**config.mk**
```make
export PLATFORM = sky130hd
export DESIGN_NAME = entropy_src_adaptp_multi_ht
export DESIGN_NICKNAME = d
export VERILOG_FILES = /design/src/rtl/entropy_src_adaptp_multi_ht.sv
export SDC_FILE = /design/constraint.sdc
export NUM_CORES = 2
export LEC_CHECK = 0
export BUFFER_PORTS_ARGS = -buffer_cell sky130_fd_sc_hd__buf_2
export CAP_MARGIN = 20
export CORE_ASPECT_RATIO = 1.2
export CORE_MARGIN = 2
export CORE_UTILIZATION = 50
export CTS_CLUSTER_SIZE = 30
export DETAILED_ROUTE_END_ITERATION = 8
export GPL_TIMING_DRIVEN = 0
export PLACE_DENSITY = 0.67
export SLEW_MARGIN = 10
export SYNTH_ARGS = -nofsm -noshare
export SYNTH_HDL_FRONTEND = slang
export SYNTH_SLANG_ARGS = --single-unit
```
**constraint.sdc**
```tcl
create_clock -name clk_i -period 35.8 [get_ports clk_i]
set_clock_uncertainty 0.1 [all_clocks]
set_input_delay 1.79 -clock clk_i [delete_from_list [all_inputs] [get_ports clk_i]]
set_output_delay 1.79 -clock clk_i [all_outputs]
set_load 0.01 [all_outputs]
```
**src/rtl/entropy_src_adaptp_multi_ht.sv**
```systemverilog
// Multi-lane adaptive proportion health test with its own window counter,
// ones/first-sample-match counting, snapshots, watermarks and failure alert.
module entropy_src_adaptp_multi_ht #(
    parameter int unsigned RegWidth     = 16,
    parameter int unsigned NumLanes     = 8,
    parameter int unsigned FailCntWidth = 4,
    localparam int unsigned SelW        = $clog2(NumLanes)
) (
    input  logic                    clk_i,
    input  logic                    rst_i,
    input  logic [NumLanes-1:0]     entropy_bit_i,
    input  logic                    entropy_bit_vld_i,
    input  logic                    active_i,
    input  logic                    clear_i,
    input  logic                    mode_i,
    input  logic [1:0]              scope_i,
    input  logic [SelW-1:0]         lane_sel_i,
    input  logic [RegWidth-1:0]     window_size_i,
    input  logic [RegWidth-1:0]     thresh_hi_i,
    input  logic [RegWidth-1:0]     thresh_lo_i,
    input  logic [FailCntWidth-1:0] alert_thresh_i,
    output logic [RegWidth-1:0]     test_cnt_hi_o,
    output logic [RegWidth-1:0]     test_cnt_lo_o,
    output logic                    window_wrap_pulse_o,
    output logic                    test_fail_hi_pulse_o,
    output logic                    test_fail_lo_pulse_o,
    output logic [RegWidth-1:0]     hi_watermark_o,
    output logic [RegWidth-1:0]     lo_watermark_o,
    output logic [FailCntWidth-1:0] fail_cnt_o,
    output logic                    alert_o
);

    localparam int unsigned SumW = RegWidth + SelW + 1;

    logic [RegWidth-1:0]               wcnt_q, wcnt_d;
    logic [RegWidth-1:0]               wsize_q, wsize_d;
    logic [NumLanes-1:0][RegWidth-1:0] lane_q, lane_d;
    logic [NumLanes-1:0][RegWidth-1:0] lane_nxt;
    logic [NumLanes-1:0][RegWidth-1:0] snap_q, snap_d;
    logic [NumLanes-1:0]               ref_q, ref_d;
    logic                              wrap_q, wrap_d;
    logic [RegWidth-1:0]               hiwm_q, hiwm_d;
    logic [RegWidth-1:0]               lowm_q, lowm_d;
    logic [FailCntWidth-1:0]           fail_q, fail_d;
    logic                              alert_q, alert_d;

    logic [RegWidth-1:0] win_eff;
    logic [RegWidth-1:0] win_cur;
    logic [RegWidth:0]   cnt_inc;
    logic                accept;
    logic                first_s;
    logic                final_s;
    logic                wrap;
    logic                fail_hi;
    logic                fail_lo;
    logic [RegWidth-1:0] stat_hi;
    logic [RegWidth-1:0] stat_lo;
    logic [RegWidth-1:0] mx;
    logic [RegWidth-1:0] mn;
    logic [SumW-1:0]     sum;
    logic [RegWidth-1:0] sum_sat;
    logic [SelW:0]       sel_ext;
    logic [SelW-1:0]     sel;

    // Window size is latched on the first sample; a shrink below the
    // current count still closes the window on the next sample.
    always_comb begin
        win_eff = (window_size_i < RegWidth'(2)) ? RegWidth'(2) : window_size_i;
        accept  = entropy_bit_vld_i & active_i;
        first_s = (wcnt_q == '0);
        win_cur = first_s ? win_eff : wsize_q;
        cnt_inc = {1'b0, wcnt_q} + {{RegWidth{1'b0}}, 1'b1};
        final_s = accept & ((cnt_inc >= {1'b0, win_cur}) | (win_eff <= wcnt_q));
    end

    always_comb begin
        ref_d = ref_q;
        for (int k = 0; k < NumLanes; k++) begin
            lane_nxt[k] = lane_q[k];
            if (mode_i && first_s) begin
                lane_nxt[k] = RegWidth'(1);
                ref_d[k]    = entropy_bit_i[k];
            end else if (mode_i) begin
                lane_nxt[k] = lane_q[k]
                            + RegWidth'(entropy_bit_i[k] == ref_q[k]);
            end else begin
                lane_nxt[k] = lane_q[k] + RegWidth'(entropy_bit_i[k]);
            end
        end
        if (!accept) ref_d = ref_q;
    end

    always_comb begin
        wcnt_d  = wcnt_q;
        wsize_d = wsize_q;
        lane_d  = lane_q;
        snap_d  = snap_q;
        wrap_d  = 1'b0;
        if (!active_i) begin
            wcnt_d = '0;
            lane_d = '0;
        end else if (final_s) begin
            wcnt_d = '0;
            lane_d = '0;
            snap_d = lane_nxt;
            wrap_d = 1'b1;
        end else if (accept) begin
            wcnt_d  = cnt_inc[RegWidth-1:0];
            wsize_d = win_cur;
            lane_d  = lane_nxt;
        end
    end

    always_comb begin
        mx  = snap_q[0];
        mn  = snap_q[0];
        sum = '0;
        for (int k = 0; k < NumLanes; k++) begin
            if (snap_q[k] > mx) mx = snap_q[k];
            if (snap_q[k] < mn) mn = snap_q[k];
            sum = sum + SumW'(snap_q[k]);
        end
        sum_sat = (sum[SumW-1:RegWidth] != '0) ? {RegWidth{1'b1}}
                                                : sum[RegWidth-1:0];
        sel_ext = {1'b0, lane_sel_i};
        sel     = (sel_ext < (SelW+1)'(NumLanes)) ? lane_sel_i : '0;
        case (scope_i)
            2'd0: begin
                stat_hi = mx;
                stat_lo = mn;
            end
            2'd1: begin
                stat_hi = sum_sat;
                stat_lo = sum_sat;
            end
            default: begin
                stat_hi = snap_q[sel];
                stat_lo = snap_q[sel];
            end
        endcase
    end

    // Pulses are suppressed while inactive or clearing.
    always_comb begin
        wrap    = wrap_q & active_i & ~clear_i;
        fail_hi = wrap & (stat_hi > thresh_hi_i);
        fail_lo = wrap & (stat_lo < thresh_lo_i);
        hiwm_d  = hiwm_q;
        lowm_d  = lowm_q;
        fail_d  = fail_q;
        alert_d = alert_q;
        if (wrap) begin
            if (stat_hi > hiwm_q) hiwm_d = stat_hi;
            if (stat_lo < lowm_q) lowm_d = stat_lo;
            if (fail_hi | fail_lo) begin
                fail_d = (fail_q == '1) ? fail_q
                                        : fail_q + FailCntWidth'(1);
            end else begin
                fail_d = '0;
            end
            if ((alert_thresh_i != '0) && (fail_d >= alert_thresh_i)) begin
                alert_d = 1'b1;
            end
        end
    end

    always_ff @(posedge clk_i) begin
        if (rst_i || clear_i) begin
            wcnt_q  <= '0;
            wsize_q <= '0;
            lane_q  <= '0;
            snap_q  <= '0;
            ref_q   <= '0;
            wrap_q  <= 1'b0;
            hiwm_q  <= '0;
            lowm_q  <= '1;
            fail_q  <= '0;
            alert_q <= 1'b0;
        end else begin
            wcnt_q  <= wcnt_d;
            wsize_q <= wsize_d;
            lane_q  <= lane_d;
            snap_q  <= snap_d;
            ref_q   <= ref_d;
            wrap_q  <= wrap_d;
            hiwm_q  <= hiwm_d;
            lowm_q  <= lowm_d;
            fail_q  <= fail_d;
            alert_q <= alert_d;
        end
    end

    assign test_cnt_hi_o        = stat_hi;
    assign test_cnt_lo_o        = stat_lo;
    assign window_wrap_pulse_o  = wrap;
    assign test_fail_hi_pulse_o = fail_hi;
    assign test_fail_lo_pulse_o = fail_lo;
    assign hi_watermark_o       = hiwm_q;
    assign lo_watermark_o       = lowm_q;
    assign fail_cnt_o           = fail_q;
    assign alert_o              = alert_q;

endmodule

```
Yosys cells after proc, flatten, opt, wreduce, memory -nomap -nowiden
Index checks and enable logic that the tools add are counted.

storage, ports and cells
  word-level logic and storage cells = 149
  input bits = 71
  register bits = 334
  output and inout port bits = 72

cells by class
  order comparisons = 23
  bitwise gates (word level) = 11
  reduce and logical (&&, ||, !) cells = 15
  add/sub/neg operators = 25
  muxes and demuxes = 41
  equal/unequal tests = 10

operator list
  kind                                                                    number
  16-bit 2-to-1 mux                                                       34
  16-bit by 1-bit adder with 16-bit output                                16
  16-bit greater-than comparator                                          9
  16-bit < comparator                                                     9
  16-bit one-hot mux with 2 select lines                                  2
  20-bit by 16-bit adder with 20-bit output                               3
  16-bit binary-select mux with 3-bit select                              1
  19-bit by 16-bit adder with 20-bit output                               1
  18-bit by 16-bit adder with 19-bit output                               1
  17-bit by 16-bit adder with 18-bit output                               1
  16-bit by 1-bit adder with 17-bit output (second input constant)        1
  16-bit by 16-bit adder with 17-bit output                               1
  17-bit by 16-bit >= comparator with 1-bit output                        1
  16-bit less-or-equal comparator                                         1
  16-bit logical NOT                                                      1
  16-bit by 2-bit < comparator with 1-bit output (second input constant)  1
  4-bit 2-to-1 mux                                                        3
  2-bit AND reduction                                                     5
  1-bit == test                                                           8
  4-bit nonzero test                                                      2
  1-bit bitwise AND                                                       6
  4-bit by 1-bit adder with 4-bit output (second input constant)          1
  4-bit == test (second input constant)                                   1
  4-bit >= comparator                                                     1
  other kinds (11)                                                        15

Logic depth before layout (Yosys ltp)
  depth in word-level cells = 23
  gate-level depth with buffers = 123
  mapped depth without buffers = 114

Worst setup path after synthesis
No wires, ideal clock.

  path kind = register -> output
  start point = reg snap_q[14] (netlist name)
  end point = out test_fail_hi_pulse_o
  stages on the path, launching flop included = 106
  setup slack = 16.235 ns
  data required time = 33.910 ns
  path buffers = 11
  data arrival time = 17.675 ns
  path through = dfxtp_1 inv_1 ha_1 nand4_1 or3_1 or4_1 buf_2 and2_1 buf_6 clkbuf_1 clkbuf_1 a21oi_1 ha_1 a21o_1 a21o_1 a21o_1 a21oi_1 o21ai_0 [... 70 more ...] nand2b_1 a21oi_1 o31ai_1 o41ai_1 inv_1 nor3_1 buf_1 a311oi_2 ha_1 a21o_1 a21oi_1 nor2b_1 o21ai_0 nand2b_1 a221o_1 a21o_1 a21oi_1 a211oi_1

on the way
  word-level cells in the longest chain between the ends = 17
  elaborated cells on any way between the ends = 28
  those cells by class = add/sub: 7; order compare: 8; mux: 11; bitwise: 1; reduce/logical: 1

ends and longest elaborated chain
  what                                                                                line  source
  start: declaration                                                                  39    logic [NumLanes-1:0][RegWidth-1:0] snap_q, snap_d;
  start signal: assignment                                                            183   snap_q <= snap_d;
  branches (longest 14 deep; another with 19-bit by 16-bit adder with 20-bit output)  -
  16-bit one-hot mux with 2 select lines *                                            127   case (scope_i)
  via test_cnt_hi_o[9]                                                                22    output logic [RegWidth-1:0] test_cnt_hi_o,
  16-bit greater-than comparator *                                                    146   fail_hi = wrap & (stat_hi > thresh_hi_i);
  1-bit bitwise AND *                                                                 146
  end: declaration                                                                    25    output logic test_fail_hi_pulse_o,

Mark *: on every way through the listed nets, which the timed path passes. The select of a mux whose other input is x is not followed.

Final worst setup path
  start point = reg snap_q[13] (netlist name)
  end point = out test_fail_hi_pulse_o

on the way
  word-level cells in the longest chain between the ends = 17
  elaborated cells on any way between the ends = 28
  those cells by class = add/sub: 7; order compare: 8; mux: 11; bitwise: 1; reduce/logical: 1

ends and longest elaborated chain
  what                                                                                line
  branches (longest 14 deep; another with 19-bit by 16-bit adder with 20-bit output)  -
  16-bit one-hot mux with 2 select lines *                                            127
  16-bit greater-than comparator *                                                    146
  1-bit bitwise AND *                                                                 146

Mark *: on every way between the ends. The select of a mux whose other input is x is not followed.

==> impl_summary.txt <==
----------------------------------------------------
[STA]
  Clock period minus worst slack ... 25.15 ns
  Fmax ... 39.8 MHz
  Tightest slew margin relative to the limit ... 31.6%
  RSZ-0062 raised after global routing ... no
  Total negative setup slack ... 0 ns
  Share of the clock period used by the worst path after layout ... 70.2%
  Worst Max-Slew Pin Slew ... 1.02 ns
  Count of final hold-check violations ... 0
  Endpoints failing setup ... 0
  Final Slew Violations ... 0

[Pwr]
  Post-layout total power ... 1.09 mW
  Largest vdd supply drop ... 0.0000276 V
  Total leakage power ... 14.2 nW
  Pwr dens ... 33.4 mW/mm²
  Clk pwr share ... 36.1%
  Fraction of power spent switching nets ... 34.8%
  Combinational share of power ... 29.7%
  Internal power component ... 712 µW
  Total net switching power ... 381 µW
  Sequential share of power ... 34.2%

[Final layout]
  Layout Nets ... 4506
  Area taken by multi-input logic gates ... 0.0211 mm²
  Commonest cells after routing, fill and taps aside ... nand2_1 (450), a21oi_1 (401), nor2_1 (335)
  Most common library cell in the layout ignoring fill and taps ... nand2_1
  Filler cells ... 5869
  Layout cells sized above 1 ... 8.20%
  Layout overhead on the synthesized area ... 9.86%
  FF/Latch Area ... 0.00669 mm²

[Detailed routing]
  Routed Wire Length ... 108000 µm
  Via Count ... 28.6k
  Average detailed-routed wire length per instance ... 22.3 µm
  Number of design rule violations left after detail routing ... 0
  Pre-antenna DRT Iters ... 6
  Initial drt markers ... 2408
  Post-route antenna net violation count ... 0
  Vias per std cell ... 5.91

[Setup path]
  Type of element launching the critical path ... flip-flop
  CP max FO ... 10
  Library cell appearing most often on the critical path ... a21oi_1
  Worst Path Arrival ... 23.26 ns
  Required time of the critical path ... 33.91 ns
  Endpoint of the most critical register-to-register path ... alert_o$_SDFFE_PP0P_
  CP max-delay cell ... o31ai_2
  Reg-to-reg slack, setup ... 11.63 ns
  Delay of the slowest critical-path stage ... 0.74 ns
  R2R Path Start ... snap_q[13]$_SDFFE_PP0P_
  Category of the critical setup timing path ... flip-flop to primary output
  Worst setup EP type ... primary output
  Path depth of the worst reg2reg path ... 112

[Logic synthesis]
  Share of synthesized cell area in and, or, nand and nor gates ... 20.2%
  Proportion of synthesized chip area in sequential cells ... 22.4%
  Number of synthesized flops with an enable pin ... 0
  Post-Syn Area ... 0.0298 mm²
  Post-synthesis cell type count ... 90
  Number of flip-flops and latches in the synthesized netlist ... 334
  Synthesized instance count ... 3830
  Xor-xnor portion of the synthesized cell area ... 4.52%
  Post-synthesis adder-cell area fraction ... 20.3%
  Count of warnings emitted by yosys ... 0
  Complex-gate fraction of the synthesized area ... 18.0%
  Post-synth top flop ... dfxtp_1
  Async S/R FF share, synth ... 0%
  Portion of netlist area occupied by mux cells ... 7.88%
  Synthesized area per cell ... 7.79 µm²
  Synthesized Nets ... 4326
  Largest family of logic cells by synthesized area ... adder cells

[Die]
  Initial core utilization ... 50.3%
  Count of standard-cell rows ... 98
  Total core area ... 0.0593 mm²
  Floorplan die area ... 0.0616 mm²
  Die width ... 227 µm
  Boundary pin count ... 143
  Die height ... 272 µm

[Clocking]
  Total CTS buffers ... 38
  Number of levels the H-tree was split into ... 2
  Root Driver ... clkbuf_16
  Total clock sinks ... 334
  TritonCTS clock tree ... built
  Skew-Pair Late Insertion Delay ... 0.58 ns
  Setup fix buffers added after clock tree synthesis ... 0
  Clock-pin transition on the worst setup and hold timing paths ... 0.06 ns
  Post-cts repair resize count ... 0
  Count of hold-fix buffers inserted at cts ... 0
  Maximum buffer depth of the clock tree ... 3

[Global routing]
  GRT Overall Usage ... 34.7%
  Overflow left after global routing ... 0
  Via count of the first global-routing pass ... 27.5k
  M1 GR Usage ... 41.6%
  Pin count of the biggest net entering global routing ... 14
  Grt met2 use ... 59.1%
  Most crowded layer after global routing ... met2
  Number of antenna violations at the first check in global routing ... 3
  First-pass GRT wire length ... 162000 µm
  Met3 Resource Use GR ... 5.48%

[Min path]
  Min-Delay Startpoint ... ref_q[2]$_SDFFE_PP0P_
  Hold Path Stages ... 2
  Capture endpoint of the worst hold path ... ref_q[2]$_SDFFE_PP0P_
  Hold Path Class ... flip-flop to flip-flop

[Placed design]
  Detailed placer's ending HPWL ... 87000 µm
  Placer's final routability congestion estimate ... 1.03
  Number of buffer cells added on primary ports ... 139

[Run status]
  Status ... completed

[Job]
  Max_cap viols ... 0

----------------------------------------------------
[power by group through the flow]
| stage | Combinational [mW] | Sequential [mW] | Clock, mW |
|---|---|---|---|
| floorplan | 0.226 | 0.382 | 0 |
| global placement | 0.314 | 0.382 | 0 |
| detailed placement | 0.317 | 0.382 | 0 |
| CTS | 0.319 | 0.374 | 0.398 |
| global route | 0.355 | 0.374 | 0.413 |
| finish | 0.325 | 0.374 | 0.394 |
[routing by layer]
metal,wire (µm),up-vias
li1,-,13661
met1,41900,13463
met2,51200,1135
met3,7980,350
met4,6860,2
met5,8,-
[worst max-delay path, delay by kind of cell, from the launching register on]
| kind | cells | cell delay, ns |
|---|---|---|
| mux | 1 | 0.31 |
| simple gates | 29 | 4.62 |
| flops | 1 | 0.54 |
| fa+ha+maj | 8 | 2.59 |
| compound gates | 47 | 9.42 |
| buf+inv | 17 | 5.12 |
[stage by stage]
step           instance area, µm²  hold WS, ns  std cells  util [%]  setup WS [ns]
3_5_place_dp                31500        0.342       4770      53.1          12.01
6_report                    32800        0.348       4838      55.2          10.65
4_1_cts                     32800        0.350       4836      55.2          11.24
5_1_grt                     32800        0.365       4837      55.2           9.14
3_3_place_gp                31500        0.336       4769      53.1          11.42
2_1_floorplan               29800        0.331       3830         -          16.23
[registers in the layout, indices dropped and copies added, names as in the netlist]
signal          flops
wsize_q            16
ref_q               8
lane_q            128
fail_cnt_o          4
hi_watermark_o     16
wcnt_q             16
wrap_q              1
snap_q            128
lo_watermark_o     16
alert_o             1
[layout make-up]
class / instances / share of cell area (%)
inverter: 313 / 3.59
antenna: 2 / 0.0153
clock inverter: 17 / 0.565
clock buffer: 49 / 3.18
timing repair buffer: 140 / 2.15
sequential: 334 / 20.4
multi-input combinational: 2967 / 64.5
tap: 800 / 3.05
buffer: 216 / 2.57
[worst max-delay path by stage]
stage                                 start                    to  slack, ns  depth (start not counted)
finish              snap_q[13]$_SDFFE_PP0P_  test_fail_hi_pulse_o      10.65                        102
global route        snap_q[13]$_SDFFE_PP0P_  test_fail_hi_pulse_o       9.14                        102
CTS                 snap_q[13]$_SDFFE_PP0P_  test_fail_hi_pulse_o      11.24                        102
detailed placement  snap_q[13]$_SDFFE_PP0P_  test_fail_hi_pulse_o      12.01                        102
global placement    snap_q[13]$_SDFFE_PP0P_  test_fail_hi_pulse_o      11.42                         97
floorplan           snap_q[14]$_SDFFE_PP0P_  test_fail_hi_pulse_o      16.23                        105
[synth_stat cells (all sizes together) (22+ instances only)]
cell type | instances | area [µm²]
buf | 34 | 159
dfxtp | 334 | 6690
nand2b | 39 | 244
xnor2 | 66 | 578
xor2 | 88 | 771
a21o | 58 | 435
o21a | 37 | 278
ha | 330 | 4130
and2 | 22 | 140
nor3 | 44 | 225
mux4 | 32 | 721
nand4 | 63 | 394
mux2 | 47 | 529
inv | 312 | 1170
mux2i | 110 | 1100
clkbuf | 182 | 683
and3 | 66 | 418
fa | 95 | 1900
a211oi | 42 | 320
nand3 | 196 | 986
nor2b | 41 | 257
nand2 | 451 | 1700
o21ai | 216 | 1080
a21oi | 402 | 2020
nor2 | 336 | 1260
[cell families after synthesis]
kind of cell | Yosys count
AND/OR/NAND/NOR | 1313
AO/OA/AOI/OAI | 885
buffers and inverters | 529
adder cells (fa/ha/maj) | 426
flip-flops | 334
multiplexers | 189
XOR/XNOR | 154
Power figures use the tool's default switching activity.
